===== config.mk =====
export PLATFORM = sky130hd
export DESIGN_NAME = spi_slave_responder
export DESIGN_NICKNAME = d
export VERILOG_FILES = /design/src/rtl/spi_slave_responder.sv
export SDC_FILE = /design/constraint.sdc
export NUM_CORES = 1
export LEC_CHECK = 0
export CAP_MARGIN = 40
export CORE_AREA = 4 4 72 74
export CTS_BUF_LIST = sky130_fd_sc_hd__clkbuf_8
export DETAILED_ROUTE_END_ITERATION = 12
export DIE_AREA = 0 0 76 78
export GPL_TIMING_DRIVEN = 1
export PLACE_DENSITY_LB_ADDON = 0.1
export REMOVE_ABC_BUFFERS = 1
export SETUP_SLACK_MARGIN = 0.1
export SYNTH_ARGS = -nofsm -noshare
export SYNTH_HDL_FRONTEND = slang
export SYNTH_SLANG_ARGS = --single-unit
export TNS_END_PERCENT = 50

===== constraint.sdc =====
create_clock -name clk -period 1.78 [get_ports clk]
set_input_delay 0.356 -clock clk [delete_from_list [all_inputs] [get_ports clk]]
set_output_delay 0.356 -clock clk [all_outputs]
set_load 0.05 [all_outputs]

===== src/rtl/spi_slave_responder.sv =====
// Mode-0 SPI target, oversampled on clk. Byte-wide TX/RX holding registers with
// valid/ready handshakes toward local logic; IDLE_BYTE is sent whenever TX runs dry.
module spi_slave_responder #(
  parameter int                DATA_W      = 8,
  parameter int                SYNC_STAGES = 2,
  parameter logic [DATA_W-1:0] IDLE_BYTE   = 8'hFF
) (
  input  logic              clk,
  input  logic              rst_n,
  input  logic              spi_clk_i,
  input  logic              spi_cs_i,
  input  logic              spi_mosi_i,
  output logic              spi_miso_o,
  output logic              spi_miso_oe_o,
  input  logic [DATA_W-1:0] tx_data_i,
  input  logic              tx_valid_i,
  output logic              tx_ready_o,
  output logic [DATA_W-1:0] rx_data_o,
  output logic              rx_valid_o,
  input  logic              rx_ready_i,
  output logic              rx_overrun_o,
  output logic              tx_underrun_o,
  output logic              busy_o
);

  localparam int              CNT_W    = (DATA_W > 2) ? $clog2(DATA_W) : 1;
  localparam logic [CNT_W-1:0] LAST_BIT = CNT_W'(DATA_W - 1);

  typedef enum logic {IDLE, ACTIVE} state_e;

  state_e                 state_q;
  logic [SYNC_STAGES-1:0] sck_sync_q, cs_sync_q, mosi_sync_q;
  logic                   sck_dly_q, cs_dly_q;
  logic [CNT_W-1:0]       bit_cnt_q;
  logic [DATA_W-1:0]      tx_shift_q, rx_shift_q;
  logic [DATA_W-1:0]      hold_data_q, rx_data_q;
  logic                   hold_valid_q, hold_valid_d;
  logic                   rx_valid_q, rx_overrun_q, tx_underrun_q;
  logic                   miso_q, miso_oe_q;

  // CS chain resets to "asserted" so a CS already low at reset release is not
  // mistaken for a new falling edge; a frame needs a genuine high-to-low transition.
  always_ff @(posedge clk or negedge rst_n) begin
    if (!rst_n) begin
      sck_sync_q  <= '0;
      cs_sync_q   <= '0;
      mosi_sync_q <= '0;
      sck_dly_q   <= 1'b0;
      cs_dly_q    <= 1'b0;
    end else begin
      sck_sync_q  <= {sck_sync_q[SYNC_STAGES-2:0], spi_clk_i};
      cs_sync_q   <= {cs_sync_q[SYNC_STAGES-2:0], spi_cs_i};
      mosi_sync_q <= {mosi_sync_q[SYNC_STAGES-2:0], spi_mosi_i};
      sck_dly_q   <= sck_sync_q[SYNC_STAGES-1];
      cs_dly_q    <= cs_sync_q[SYNC_STAGES-1];
    end
  end

  logic sck_s, cs_s, mosi_s;
  logic sck_rise, sck_fall, cs_rise, cs_fall;
  logic active, sck_ok, byte_done, tx_load, tx_wr, rx_accept;
  logic [DATA_W-1:0] load_byte, rx_byte;

  assign sck_s     = sck_sync_q[SYNC_STAGES-1];
  assign cs_s      = cs_sync_q[SYNC_STAGES-1];
  assign mosi_s    = mosi_sync_q[SYNC_STAGES-1];
  assign sck_rise  = sck_s & ~sck_dly_q;
  assign sck_fall  = ~sck_s & sck_dly_q;
  assign cs_rise   = cs_s & ~cs_dly_q;
  assign cs_fall   = ~cs_s & cs_dly_q;

  assign active    = (state_q == ACTIVE);
  assign sck_ok    = active & ~cs_rise;
  assign byte_done = sck_ok & sck_rise & (bit_cnt_q == LAST_BIT);
  assign tx_load   = (~active & cs_fall) | (sck_ok & sck_fall & (bit_cnt_q == '0));
  assign load_byte = hold_valid_q ? hold_data_q : IDLE_BYTE;
  assign rx_byte   = {rx_shift_q[DATA_W-2:0], mosi_s};
  assign tx_wr     = tx_valid_i & ~hold_valid_q;
  assign rx_accept = rx_valid_q & rx_ready_i;

  always_ff @(posedge clk or negedge rst_n) begin
    if (!rst_n) begin
      state_q    <= IDLE;
      bit_cnt_q  <= '0;
      tx_shift_q <= IDLE_BYTE;
      rx_shift_q <= '0;
      miso_q     <= 1'b1;
      miso_oe_q  <= 1'b0;
    end else begin
      case (state_q)
        IDLE: begin
          bit_cnt_q <= '0;
          miso_oe_q <= 1'b0;
          if (cs_fall) begin
            state_q    <= ACTIVE;
            miso_oe_q  <= 1'b1;
            tx_shift_q <= load_byte;
            miso_q     <= load_byte[DATA_W-1];
          end
        end
        ACTIVE: begin
          if (cs_rise) begin
            state_q   <= IDLE;
            bit_cnt_q <= '0;
            miso_oe_q <= 1'b0;
            miso_q    <= 1'b1;
          end else if (sck_rise) begin
            rx_shift_q <= rx_byte;
            bit_cnt_q  <= (bit_cnt_q == LAST_BIT) ? '0 : bit_cnt_q + CNT_W'(1);
          end else if (sck_fall) begin
            if (bit_cnt_q == '0) begin
              tx_shift_q <= load_byte;
              miso_q     <= load_byte[DATA_W-1];
            end else begin
              tx_shift_q <= {tx_shift_q[DATA_W-2:0], 1'b0};
              miso_q     <= tx_shift_q[DATA_W-2];
            end
          end
        end
        default: state_q <= IDLE;
      endcase
    end
  end

  // A write landing in the same cycle as a load refills holding for the next byte.
  assign hold_valid_d = (hold_valid_q & ~tx_load) | tx_wr;

  always_ff @(posedge clk or negedge rst_n) begin
    if (!rst_n) begin
      hold_valid_q  <= 1'b0;
      hold_data_q   <= '0;
      rx_data_q     <= '0;
      rx_valid_q    <= 1'b0;
      rx_overrun_q  <= 1'b0;
      tx_underrun_q <= 1'b0;
    end else begin
      hold_valid_q  <= hold_valid_d;
      if (tx_wr) hold_data_q <= tx_data_i;
      tx_underrun_q <= tx_load & ~hold_valid_q;
      rx_overrun_q  <= byte_done & rx_valid_q & ~rx_ready_i;
      if (byte_done && (!rx_valid_q || rx_ready_i)) begin
        rx_data_q  <= rx_byte;
        rx_valid_q <= 1'b1;
      end else if (rx_accept) begin
        rx_valid_q <= 1'b0;
      end
    end
  end

  assign spi_miso_o    = miso_q;
  assign spi_miso_oe_o = miso_oe_q;
  assign tx_ready_o    = ~hold_valid_q;
  assign rx_data_o     = rx_data_q;
  assign rx_valid_o    = rx_valid_q;
  assign rx_overrun_o  = rx_overrun_q;
  assign tx_underrun_o = tx_underrun_q;
  assign busy_o        = active;

endmodule


; ---- After elaboration in Yosys (flattened, before gate mapping)
; Cells that the tools add are included.
[totals]
ff_bits = 48
latchBits = 0
mem_bits_rw = 0
romBits = 0
inputBits = 15
word_cells = 86
mem_count = 0
[op_classes]
n_addsub = 1
multipliers = 0
div = 0
n_lt_le_gt_ge = 0
n_eq_ne = 9
shift = 0
n_mux = 24
bitwise_logic = 27
reduce_logical = 8
[ops]
columns = cell, count
row1 = 7-bit 2-to-1 mux, 5
row2 = 1-bit bitwise AND, 16
row3 = 7-bit case mux with 2 select lines, 1
row4 = 1-bit 2-to-1 mux, 10
row5 = 3-bit 2-to-1 mux, 3
row6 = 1-bit inverter, 9
row7 = 8-bit 2-to-1 mux, 1
row8 = "2-bit inequality test, second input constant", 3
row9 = "3-bit by 1-bit inequality test with 1-bit output, second input constant", 2
row10 = 1-bit case mux with 2 select lines, 3
row11 = 3-bit case mux with 2 select lines, 1
row12 = 3-bit AND reduction, 2
row13 = "2-bit by 1-bit inequality test with 1-bit output, second input constant", 2
row14 = 4-bit AND reduction, 1
row15 = "3-bit by 1-bit adder with 3-bit output, second input constant", 1
row16 = "3-bit == test, second input constant", 1
row17 = 3-bit logical NOT, 1
row18 = "3-bit by 2-bit inequality test with 1-bit output, second input constant", 1
row19 = 1-bit OR, 2
row20 = 2-bit nonzero test, 1
row21 = 1-bit logical AND, 1
row22 = 1-bit logical NOT, 1
row23 = 1-bit logical OR, 1

; ---- Longest topological paths before layout
; Gate-level depths: netlist of run 1.
[logic_depth]
depth_word = 10
depth_mapped = 7
ltp_nobuf = 6

; ---- Least setup slack after synthesis of run 1
; No wires, ideal clock.
[synth_timing]
path_type = register -> register
start = register state_q, in the netlist busy_o
end = register hold_valid_q
t_arrival_ns = 1.505
setup_slack_ns = 0.157
path_stages_with_launch = 6
path_buffers = 1
synth_period_minus_slack_ns = 1.623
path_cell_list = dfrtp_1 > buf_6 > inv_2 > a2111oi_0 > nor2_1 > a21o_1
[synth_between]
elab_chain_cells = 7
word_cells_on_any_way = 9
classes_between = bitwise: 9
[synth_rtl]
columns = element, line
row1 = from (decl), 31  ; state_e state_q;
row2 = from (signal assigned), 83  ; state_q <= IDLE;
row3 = from (signal assigned), 95  ; state_q <= ACTIVE;
row4 = from (signal assigned), 103  ; state_q <= IDLE;
row5 = 1-bit bitwise AND, 73  ; assign sck_ok = active & ~cs_rise;
row6 = 1-bit bitwise AND (2 in a row), 75  ; assign tx_load = (~active & cs_fall) | (sck_ok & sck_fall & (bit_cnt_q == '0));
row7 = 1-bit OR *, 75
row8 = 1-bit inverter *, 126  ; assign hold_valid_d = (hold_valid_q & ~tx_load) | tx_wr;
row9 = 1-bit bitwise AND *, 126
row10 = 1-bit OR *, 126
row11 = net hold_valid_d, 37  ; logic hold_valid_q, hold_valid_d;
row12 = to (signal assigned), 137  ; hold_valid_q <= hold_valid_d;
row13 = to (decl), 37
; The timed path passes the listed nets; every way through them passes the cells marked *.
; A chain may end at the register's enable or synchronous reset.

; ---- Worst setup path in the final report of run 1
[layout_timing]
start = register bit_cnt_q[1]
end = register rx_data_q[2], in the netlist rx_data_o[2]
[layout_between]
elab_chain_cells = 3
[layout_rtl]
columns = element, line
row1 = from (decl), 34  ; logic [CNT_W-1:0] bit_cnt_q;
row2 = from (signal assigned), 109  ; bit_cnt_q <= (bit_cnt_q == LAST_BIT) ? '0 : bit_cnt_q + CNT_W'(1);
row3 = 3-bit == test, 74  ; assign byte_done = sck_ok & sck_rise & (bit_cnt_q == LAST_BIT);
row4 = 1-bit bitwise AND, 74
row5 = 1-bit logical AND, 141  ; if (byte_done && (!rx_valid_q || rx_ready_i)) begin
row6 = to (signal assigned), 142  ; rx_data_q <= rx_byte;
row7 = to (decl), 36  ; logic [DATA_W-1:0] hold_data_q, rx_data_q;
; Every way passes these cells.

==> flow_summary.json, run 1 <==
{
  "design.die.area_mm2": 0.005928,
  "ys_seq_area_share_pct": 59.42,
  "synth_adder_area_share_pct": 1.842,
  "worstRegToRegCells": 6,
  "final_cells": 248,
  "insertion_delay_ns": 0.30,
  "end_kind": "flop",
  "synth-main-ff-cell": "dfrtp_1",
  "initial_core_util_pct": 44.33,
  "nets": 211,
  "crit_path_top_delay_cell": "dfrtp_1",
  "die_h_um": 78,
  "required_ns": 1.97,
  "report.final.setup_viol": 0,
  "muxShareOfSynthArea_pct": 15.22,
  "hold_path_class": "flop to flop",
  "cts_root_buf": "clkbuf_8",
  "viasPerCell": 5.190,
  "whs_endpoint": "sck_sync_q[1]$_DFF_PN0_",
  "crit_family": "adder cells",
  "drcViolationCount": 0,
  "drive_above_1_share_pct": 32.47,
  "grt_usage_pct": 13.69,
  "area_growth_pct": 25.05,
  "power.switching_mw": 0.9025,
  "grt_overflow_total": 0,
  "internal-power_mw": 2.097,
  "final-hold-violation-count": 0,
  "io-pin-count": 30,
  "arrival_ns": 1.82,
  "via_count": 1287,
  "dp.cells": 237,
  "p_per_area_mw_per_mm2": 1177,
  "worst_clock_skew_ns": 0.005712,
  "crit_fanout": 8,
  "grt_pass1_wl_um": 6486,
  "min_from": "sck_sync_q[0]$_DFF_PN0_",
  "fin_tns_setup_ns": 0,
  "cap_viol_max_count": 0,
  "status": "complete, no violations",
  "whs_path_depth": 0,
  "dp_slack_ns": 0.07796,
  "clkPwrFrac_pct": 21.9,
  "cts.sinks": 48,
  "antenna_found_initial": 0,
  "irDropWorstVdd_uv": 549.1,
  "syn_avg_cell_area_um2": 13.15,
  "worst_slack_ns": 0.1494,
  "comb_power_share_pct": 25.1,
  "dr.pass1.iters": 4,
  "maxSlewViolCount": 0,
  "finalCritPeriodShare_pct": 91.60,
  "p_leak_nw": 1.159,
  "clkTransAtPathRegs_ns": 0.08,
  "setup.worst_path.start_class": "flop",
  "synth_cell_types": 34,
  "synth_compound_area_share_pct": 8.901,
  "ant_nets": 0,
  "yosys.area.top_type_share_pct": 49.11,
  "synth_area_mm2": 0.002038,
  "row_count": 25,
  "yosys.area_share.simple_pct": 11.11,
  "dpl.hpwl_um": 2739,
  "diodes": 0,
  "path_cells": "ha_1 > ha_2 > nand4_4 > nor2b_2 > buf_12 > mux2_4",
  "max_slew_margin_pct": 67.81,
  "worstSetupPathType": "flop to flop",
  "synth_area_leaders": "dfrtp_1 49%, dfstp_2 10%, mux2_1 6.6%",
  "reg2reg_from": "bit_cnt_q[1]$_DFFE_PN0P_",
  "period_needed_ns": 1.631,
  "die_x_um": 76,
  "rrSetupSlack_ns": 0.15,
  "rr_endpoint": "rx_data_o[2]$_DFFE_PN0P_",
  "h-tree-depth": 2,
  "initialDrtViolationCount": 83,
  "ys_ff_latch": 48,
  "wl_um": 3731,
  "tightest_slew_ns": 0.4813,
  "cpPeakStageDelay_ns": 0.38,
  "cts_tree": "built",
  "critPathBufInv": 1,
  "p_sw_share_pct": 30.09,
  "yosys_warnings": 0,
  "synth_top_family_by_area": "multiplexers",
  "wl_per_cell_um": 15.04,
  "numCtsBuffers": 5,
  "clockBufferDepth": 2,
  "rsz0062_at_grt": "true",
  "finalWeightedCongestion": 0.8229,
  "grt_max_degree": 31,
  "synth_cells": 155,
  "seq_power_share_pct": 53.0,
  "async_reset_ff_share_pct": 100.0,
  "port_buffers": 29,
  "synth_xor_area_share_pct": 0,
  "timing.fmax_mhz": 613.3,
  "synth-edff-count": 0,
  "synth_top_cell_by_area": "dfrtp_1",
  "grt_pass1_vias": 1348,
  "core-area_mm2": 0.004598
}
## power by group through the flow
| stage | logic (mW) | registers (mW) | clock network [mW] |
|---|---|---|---|
| CTS | 0.759 | 1.59 | 0.692 |
| detailed placement | 0.750 | 1.62 | 0 |
| floorplan | 0.417 | 1.63 | 0 |
| finish | 0.752 | 1.59 | 0.658 |
| global placement | 0.722 | 1.60 | 0 |
| global route | 0.821 | 1.64 | 0.742 |
## state kept, by name, summed over array words and instances (netlist names), 2 cells and up
name / flops
hold_data_q: 8
rx_data_o: 8
rx_shift_q: 7
tx_shift_q: 7
bit_cnt_q: 3
cs_sync_q: 2
mosi_sync_q: 2
sck_sync_q: 2
## synthesized netlist by cell type, types with 2 or more instances
| cell type | instances |
|---|---|
| buf_6 | 3 |
| mux2_2 | 4 |
| nand2b_1 | 4 |
| dfrtp_1 | 40 |
| a211oi_1 | 6 |
| ha_1 | 3 |
| buf_2 | 3 |
| nand3_1 | 4 |
| dfstp_2 | 8 |
| mux2_4 | 8 |
| inv_2 | 2 |
| o31ai_1 | 4 |
| nand2_1 | 14 |
| mux2_1 | 12 |
| inv_1 | 4 |
| o21ai_1 | 3 |
| nor2_1 | 12 |
| o31ai_2 | 2 |
| a21oi_1 | 4 |
## repair_timing
action,in CTS,in global routing
buffers inserted,2,0
resized for setup,0,5
hold endpoints to repair,6,0
hold buffers,1,0
pin swaps,0,0
endpoints found under the setup margin,9,17
## worst max path at each step
stage                                   from                       end  cells past startpoint  slack, ns
floorplan                   busy_o$_DFF_PN0_  rx_data_o[0]$_DFFE_PN0P_                      3      -0.30
global placement                  rx_ready_i  rx_data_o[0]$_DFFE_PN0P_                      5       0.09
detailed placement                rx_ready_i  rx_data_o[2]$_DFFE_PN0P_                      5       0.08
CTS                         busy_o$_DFF_PN0_                    busy_o                      2       0.09
global route        bit_cnt_q[0]$_DFFE_PN0P_    hold_valid_q$_DFF_PN0_                      7       0.08
finish              bit_cnt_q[1]$_DFFE_PN0P_  rx_data_o[2]$_DFFE_PN0P_                      6       0.15
## metrics by stage
step | util [%] | total power [mW] | area [um^2] | hold WS [ns]
after floorplan | - | 2.042 | 1989 | 0.06041
after global placement | 52.30 | 2.327 | 2405 | 0.3268
after detailed placement | 52.30 | 2.368 | 2405 | 0.3297
after CTS | 54.88 | 3.046 | 2524 | 0.3568
after global routing | 55.43 | 3.200 | 2549 | 0.3657
final | 55.43 | 3.000 | 2549 | 0.3539
## worst register-to-register path, cell delays in order (launching register included)
cell and delay, ns:
dfrtp_1 0.38, ha_1 0.17, ha_2 0.22, nand4_4 0.11, nor2b_2 0.18, buf_12 0.15
mux2_4 0.30
## routing by layer
layer / wire length [um] / vias up / global-route usage [%] / part of all wire, %
met2: 1824 / 25 / 21.06 / 49
li1: - / 614 / - / -
met3: 191 / 6 / 4.988 / 5.1
met1: 1657 / 642 / 17.73 / 44
met5: 0 / - / 0 / 0
met4: 57 / 0 / 4.804 / 1.5
## cell type report
| class | instances | area (um^2) |
|---|---|---|
| Clock buffer | 6 | 82.58 |
| Clock inverter | 2 | 11.26 |
| Fill cell | 409 | 2049 |
| Inverter | 6 | 22.52 |
| Multi-Input combinational cell | 95 | 779.5 |
| Sequential cell | 48 | 1212 |
| Tap cell | 54 | 67.56 |
| Timing Repair Buffer | 37 | 372.9 |
## cells by family after synthesis
| family | after synthesis |
|---|---|
| compound gates | 24 |
| mux | 25 |
| fa+ha+maj | 3 |
| simple gates | 43 |
| flops | 48 |
| buf+inv | 12 |
## layout by cell type (no fill, tap or decap), drive strengths merged, types with 2 or more instances in the layout
| cell type | count |
|---|---|
| clkdlybuf4s50 | 13 |
| nand2b | 5 |
| nand3 | 5 |
| o21ai | 4 |
| o31ai | 6 |
| nand2 | 14 |
| dfstp | 8 |
| nor2b | 2 |
| nor2 | 12 |
| clkbuf | 6 |
| dfrtp | 40 |
| buf | 23 |
| a21oi | 4 |
| a211oi | 6 |
| ha | 3 |
| mux2 | 24 |
| inv | 7 |
Power figures use the tool's default switching activity.
==> run 2, diff against run 1 <==
- CORE_AREA: 4 4 72 74 -> 8 8 76 78
- DIE_AREA: 0 0 76 78 -> 0 0 84 86
==> flow_summary.json, run 2 (synthesis results as in run 1) <==
{
  "status": "complete, no violations",
  "grt_max_degree": 32,
  "irDropWorstVdd_uv": 673.8,
  "nets": 209,
  "viasPerCell": 5.317,
  "timing.fmax_mhz": 620.1,
  "worstRegToRegCells": 4,
  "core-area_mm2": 0.004598,
  "nFillCells": 380,
  "max_slew_margin_pct": 54.95,
  "initialDrtViolationCount": 135,
  "worstSetupPathType": "flop to flop",
  "cap_viol_max_count": 0,
  "diodes": 0,
  "wl_um": 3939,
  "ant_nets": 0,
  "worst_clock_skew_ns": 0.007411,
  "rsz0062_at_grt": "true",
  "whs_path_depth": 0,
  "antenna_found_initial": 0,
  "required_ns": 1.98,
  "io-pin-count": 30,
  "h-tree-depth": 2,
  "arrival_ns": 1.81,
  "crit_fanout": 14,
  "insertion_delay_ns": 0.30,
  "hold_ws_ns": 0.3532,
  "finalWeightedCongestion": 0.7290,
  "final-hold-violation-count": 0,
  "drive_above_1_share_pct": 31.25,
  "p_leak_nw": 1.154,
  "report.final.setup_viol": 0,
  "design.die.area_mm2": 0.007224,
  "grt_overflow_total": 0,
  "cts.sinks": 48,
  "hold_path_class": "flop to flop",
  "numCtsBuffers": 5,
  "port_buffers": 29,
  "cts_root_buf": "clkbuf_8",
  "die_h_um": 86,
  "die_x_um": 84,
  "reg2reg_from": "cs_dly_q$_DFF_PN0_",
  "dpl.hpwl_um": 2897,
  "row_count": 25,
  "setup.worst_path.start_class": "flop",
  "post_cts_buffers": 0,
  "tightest_slew_ns": 0.6758,
  "final_area_mm2": 0.002536,
  "mostFrequentLayoutCell": "dfrtp_1",
  "finalCritPeriodShare_pct": 90.59,
  "maxSlewViolCount": 0,
  "grt_pass1_wl_um": 6810,
  "drcViolationCount": 0,
  "wl_per_cell_um": 16.01,
  "area_growth_pct": 24.43,
  "placed_area_mm2": 0.002405,
  "grt_usage_pct": 11.75,
  "initial_core_util_pct": 44.33,
  "via_count": 1308,
  "clkTransAtPathRegs_ns": 0.08,
  "min_from": "sck_sync_q[0]$_DFF_PN0_",
  "period_needed_ns": 1.613,
  "end_kind": "flop",
  "p_per_area_mw_per_mm2": 1186,
  "cts_tree": "built",
  "fin_tns_setup_ns": 0,
  "dr.pass1.iters": 4,
  "clockBufferDepth": 2,
  "critPathLaunch": "cs_dly_q$_DFF_PN0_",
  "layout_common_cells": "39 x dfrtp_1, 15 x buf_4, 14 x nand2_1, 13 x clkdlybuf4s50_1",
  "grt_pass1_vias": 1454
}
-- run 2: path summary, 6_finish.rpt --
kind                                               to  slack, ns
max                         tx_shift_q[6]$_DFFE_PN1P_       0.17
min in group asynchronous  hold_data_q[1]$_DFFE_PN0P_       0.53
min reg2reg                   sck_sync_q[1]$_DFF_PN0_       0.35
max in group asynchronous    mosi_sync_q[0]$_DFF_PN0_       0.75
max reg2reg                 tx_shift_q[6]$_DFFE_PN1P_       0.17
min                           sck_sync_q[1]$_DFF_PN0_       0.35
-- run 2: area by class of cell --
cell class	instances	area [um^2]	share of cell area [%]
Timing Repair Buffer	35	357.8	14.11
Clock inverter	2	11.26	0.4440
Multi-Input combinational cell	95	782.0	30.83
Inverter	6	22.52	0.8880
Clock buffer	6	82.58	3.256
Sequential cell	48	1212	47.80
Tap cell	54	67.56	2.664
-- run 2: routing by layer --
layer / share of wire, % / global-route usage, %
met2: 49 / 19.44
met5: 0 / 0
met4: 2.1 / 4.867
met1: 43 / 13.20
met3: 5.6 / 4.645
-- run 2: where the power goes --
group	total, mW	switching, mW	internal (mW)
registers	1.60	0.180	1.41
clock network	0.663	0.353	0.310
logic	0.749	0.382	0.367
-- run 2: per-stage QoR --
stage / util, % / setup WS (ns) / power [mW] / cells
after floorplan: - / -0.3045 / 2.042 / 149
after global placement: 52.30 / 0.08874 / 2.329 / 237
after detailed placement: 52.30 / 0.07384 / 2.379 / 237
after CTS: 54.56 / 0.1065 / 3.040 / 246
after global routing: 55.16 / 0.03708 / 3.181 / 246
final: 55.16 / 0.1675 / 3.007 / 246
-- run 2: what timing repair did --
item | 4_1_cts | 5_1_grt
hold buffers | 1 | 0
hold endpoints to repair | 9 | 0
setup endpoints to repair | 0 | 16
resized for setup | 0 | 5
-- run 2: worst max-delay path: stages (launching register included) --
cell      delay (ns)
dfrtp_1         0.45
nand2b_4        0.21
a41oi_2         0.61
nand2_1         0.13
o31ai_1         0.10
==> run 3, diff against run 2 <==
- TNS_END_PERCENT: 50 -> not set
==> flow_summary.json, run 3 (synthesis results as in run 1) <==
{
  "clkTransAtPathRegs_ns": 0.08,
  "worst_slack_ns": 0.1616,
  "finalCritPeriodShare_pct": 90.92,
  "setup.worst_path.start_class": "flop",
  "antenna_found_initial": 0,
  "hold_path_class": "flop to flop",
  "design.die.area_mm2": 0.007224,
  "route.met3.wl_um": 195,
  "dr_wl_met2_um": 1957,
  "met1Wirelength_um": 1735,
  "dpl.hpwl_um": 2897,
  "cts.sinks": 48,
  "rsz0062_at_grt": "true",
  "drive_above_1_share_pct": 31.25,
  "top_layer_used": "met4",
  "initial_core_util_pct": 44.33,
  "layout_common_cells": "39 x dfrtp_1, 15 x buf_4, 14 x nand2_1, 13 x clkdlybuf4s50_1",
  "end_kind": "flop",
  "grt_usage_pct": 11.75,
  "cap_viol_max_count": 0,
  "path_cells": "and2b_1 > nand4_4 > nor2b_4 > buf_12 > mux2_4",
  "tightest_slew_ns": 0.4675,
  "p_leak_nw": 1.155,
  "h-tree-depth": 2,
  "die_h_um": 86,
  "max_slew_margin_pct": 68.73,
  "io-pin-count": 30,
  "maxSlewViolCount": 0,
  "nFillCells": 379,
  "diodes": 0,
  "timing.fmax_mhz": 617.9,
  "numCtsBuffers": 5,
  "crit_family": "simple AND/OR/NAND/NOR gates",
  "crit_fanout": 8,
  "status": "complete, no violations",
  "fin_tns_setup_ns": 0,
  "period_needed_ns": 1.618,
  "grt_max_degree": 32,
  "report.final.setup_viol": 0,
  "drcViolationCount": 0,
  "insertion_delay_ns": 0.30,
  "power_mw": 3.014,
  "nets": 209,
  "cts_root_buf": "clkbuf_8",
  "finalWeightedCongestion": 0.7290,
  "port_buffers": 29,
  "p_per_area_mw_per_mm2": 1183,
  "mostFrequentLayoutCell": "dfrtp_1",
  "hold_ws_ns": 0.3532,
  "worstSetupPathType": "flop to flop",
  "wl_um": 3961,
  "worst_clock_skew_ns": 0.008806,
  "cpPeakStageDelay_ns": 0.43,
  "arrival_ns": 1.81,
  "grt_overflow_total": 0,
  "wl_per_cell_um": 16.10,
  "ant_nets": 0,
  "required_ns": 1.97,
  "crit_path_top_delay_cell": "dfrtp_1",
  "final_util_pct": 55.40,
  "dr.pass1.iters": 4,
  "die_x_um": 84,
  "area_growth_pct": 24.98,
  "grt_pass1_vias": 1454,
  "core-area_mm2": 0.004598,
  "grt_pass1_wl_um": 6810,
  "dp_slack_ns": 0.07384,
  "irDropWorstVdd_uv": 674.0,
  "viasPerCell": 5.297,
  "final-hold-violation-count": 0,
  "row_count": 25,
  "clockBufferDepth": 2,
  "critPathBufInv": 1,
  "initialDrtViolationCount": 122,
  "via_count": 1303,
  "cts_tree": "built"
}
## run 3: report_power, final
| part | total, mW | internal [mW] | switching, mW |
|---|---|---|---|
| clock network | 0.665 | 0.310 | 0.354 |
| logic | 0.753 | 0.369 | 0.384 |
| registers | 1.60 | 1.41 | 0.182 |
## run 3: worst paths after layout
kind,startpoint,endpoint,slack [ns],cells past startpoint
hold / removal,sck_sync_q[0]$_DFF_PN0_,sck_sync_q[1]$_DFF_PN0_,0.35,0
setup reg to reg,sck_dly_q$_DFF_PN0_,rx_data_o[7]$_DFFE_PN0P_,0.16,5
hold reg to reg,sck_sync_q[0]$_DFF_PN0_,sck_sync_q[1]$_DFF_PN0_,0.35,0
max in group asynchronous,rst_n,mosi_sync_q[0]$_DFF_PN0_,0.75,3
setup / recovery,sck_dly_q$_DFF_PN0_,rx_data_o[7]$_DFFE_PN0P_,0.16,5
min in group asynchronous,rst_n,hold_data_q[1]$_DFFE_PN0P_,0.52,2
## run 3: area by class of cell
class                      count  area (um^2)  share of cell area [%]
clock inverter                 2        11.26                  0.4420
tap                           54        67.56                   2.652
timing repair buffer          35        357.8                   14.05
inverter                       6        22.52                  0.8841
multi-input combinational     95        793.3                   31.14
sequential                    48         1212                   47.59
clock buffer                   6        82.58                   3.242
## run 3: stage by stage
step / instances / cell area [um^2]
floorplan: 149 / 1989
global placement: 237 / 2405
detailed placement: 237 / 2405
CTS: 246 / 2509
global route: 246 / 2547
finish: 246 / 2547
## run 3: metal layers
metal | GRT usage (%) | up-vias
li1 | - | 609
met1 | 13.20 | 665
met2 | 19.44 | 23
met3 | 4.645 | 6
met4 | 4.867 | 0
met5 | 0 | -
## run 3: worst register-to-register path, stage by stage, from the launching register on
cell     delay (ns)
dfrtp_1        0.43
and2b_1        0.33
nand4_4        0.15
nor2b_4        0.16
buf_12         0.14
mux2_4         0.30
## run 3: what timing repair did
action,4_1_cts,5_1_grt
resized for setup,0,6
hold buffers,1,0
buffers inserted,0,0
endpoints found under the hold margin,9,0
endpoints found under the setup margin,0,16
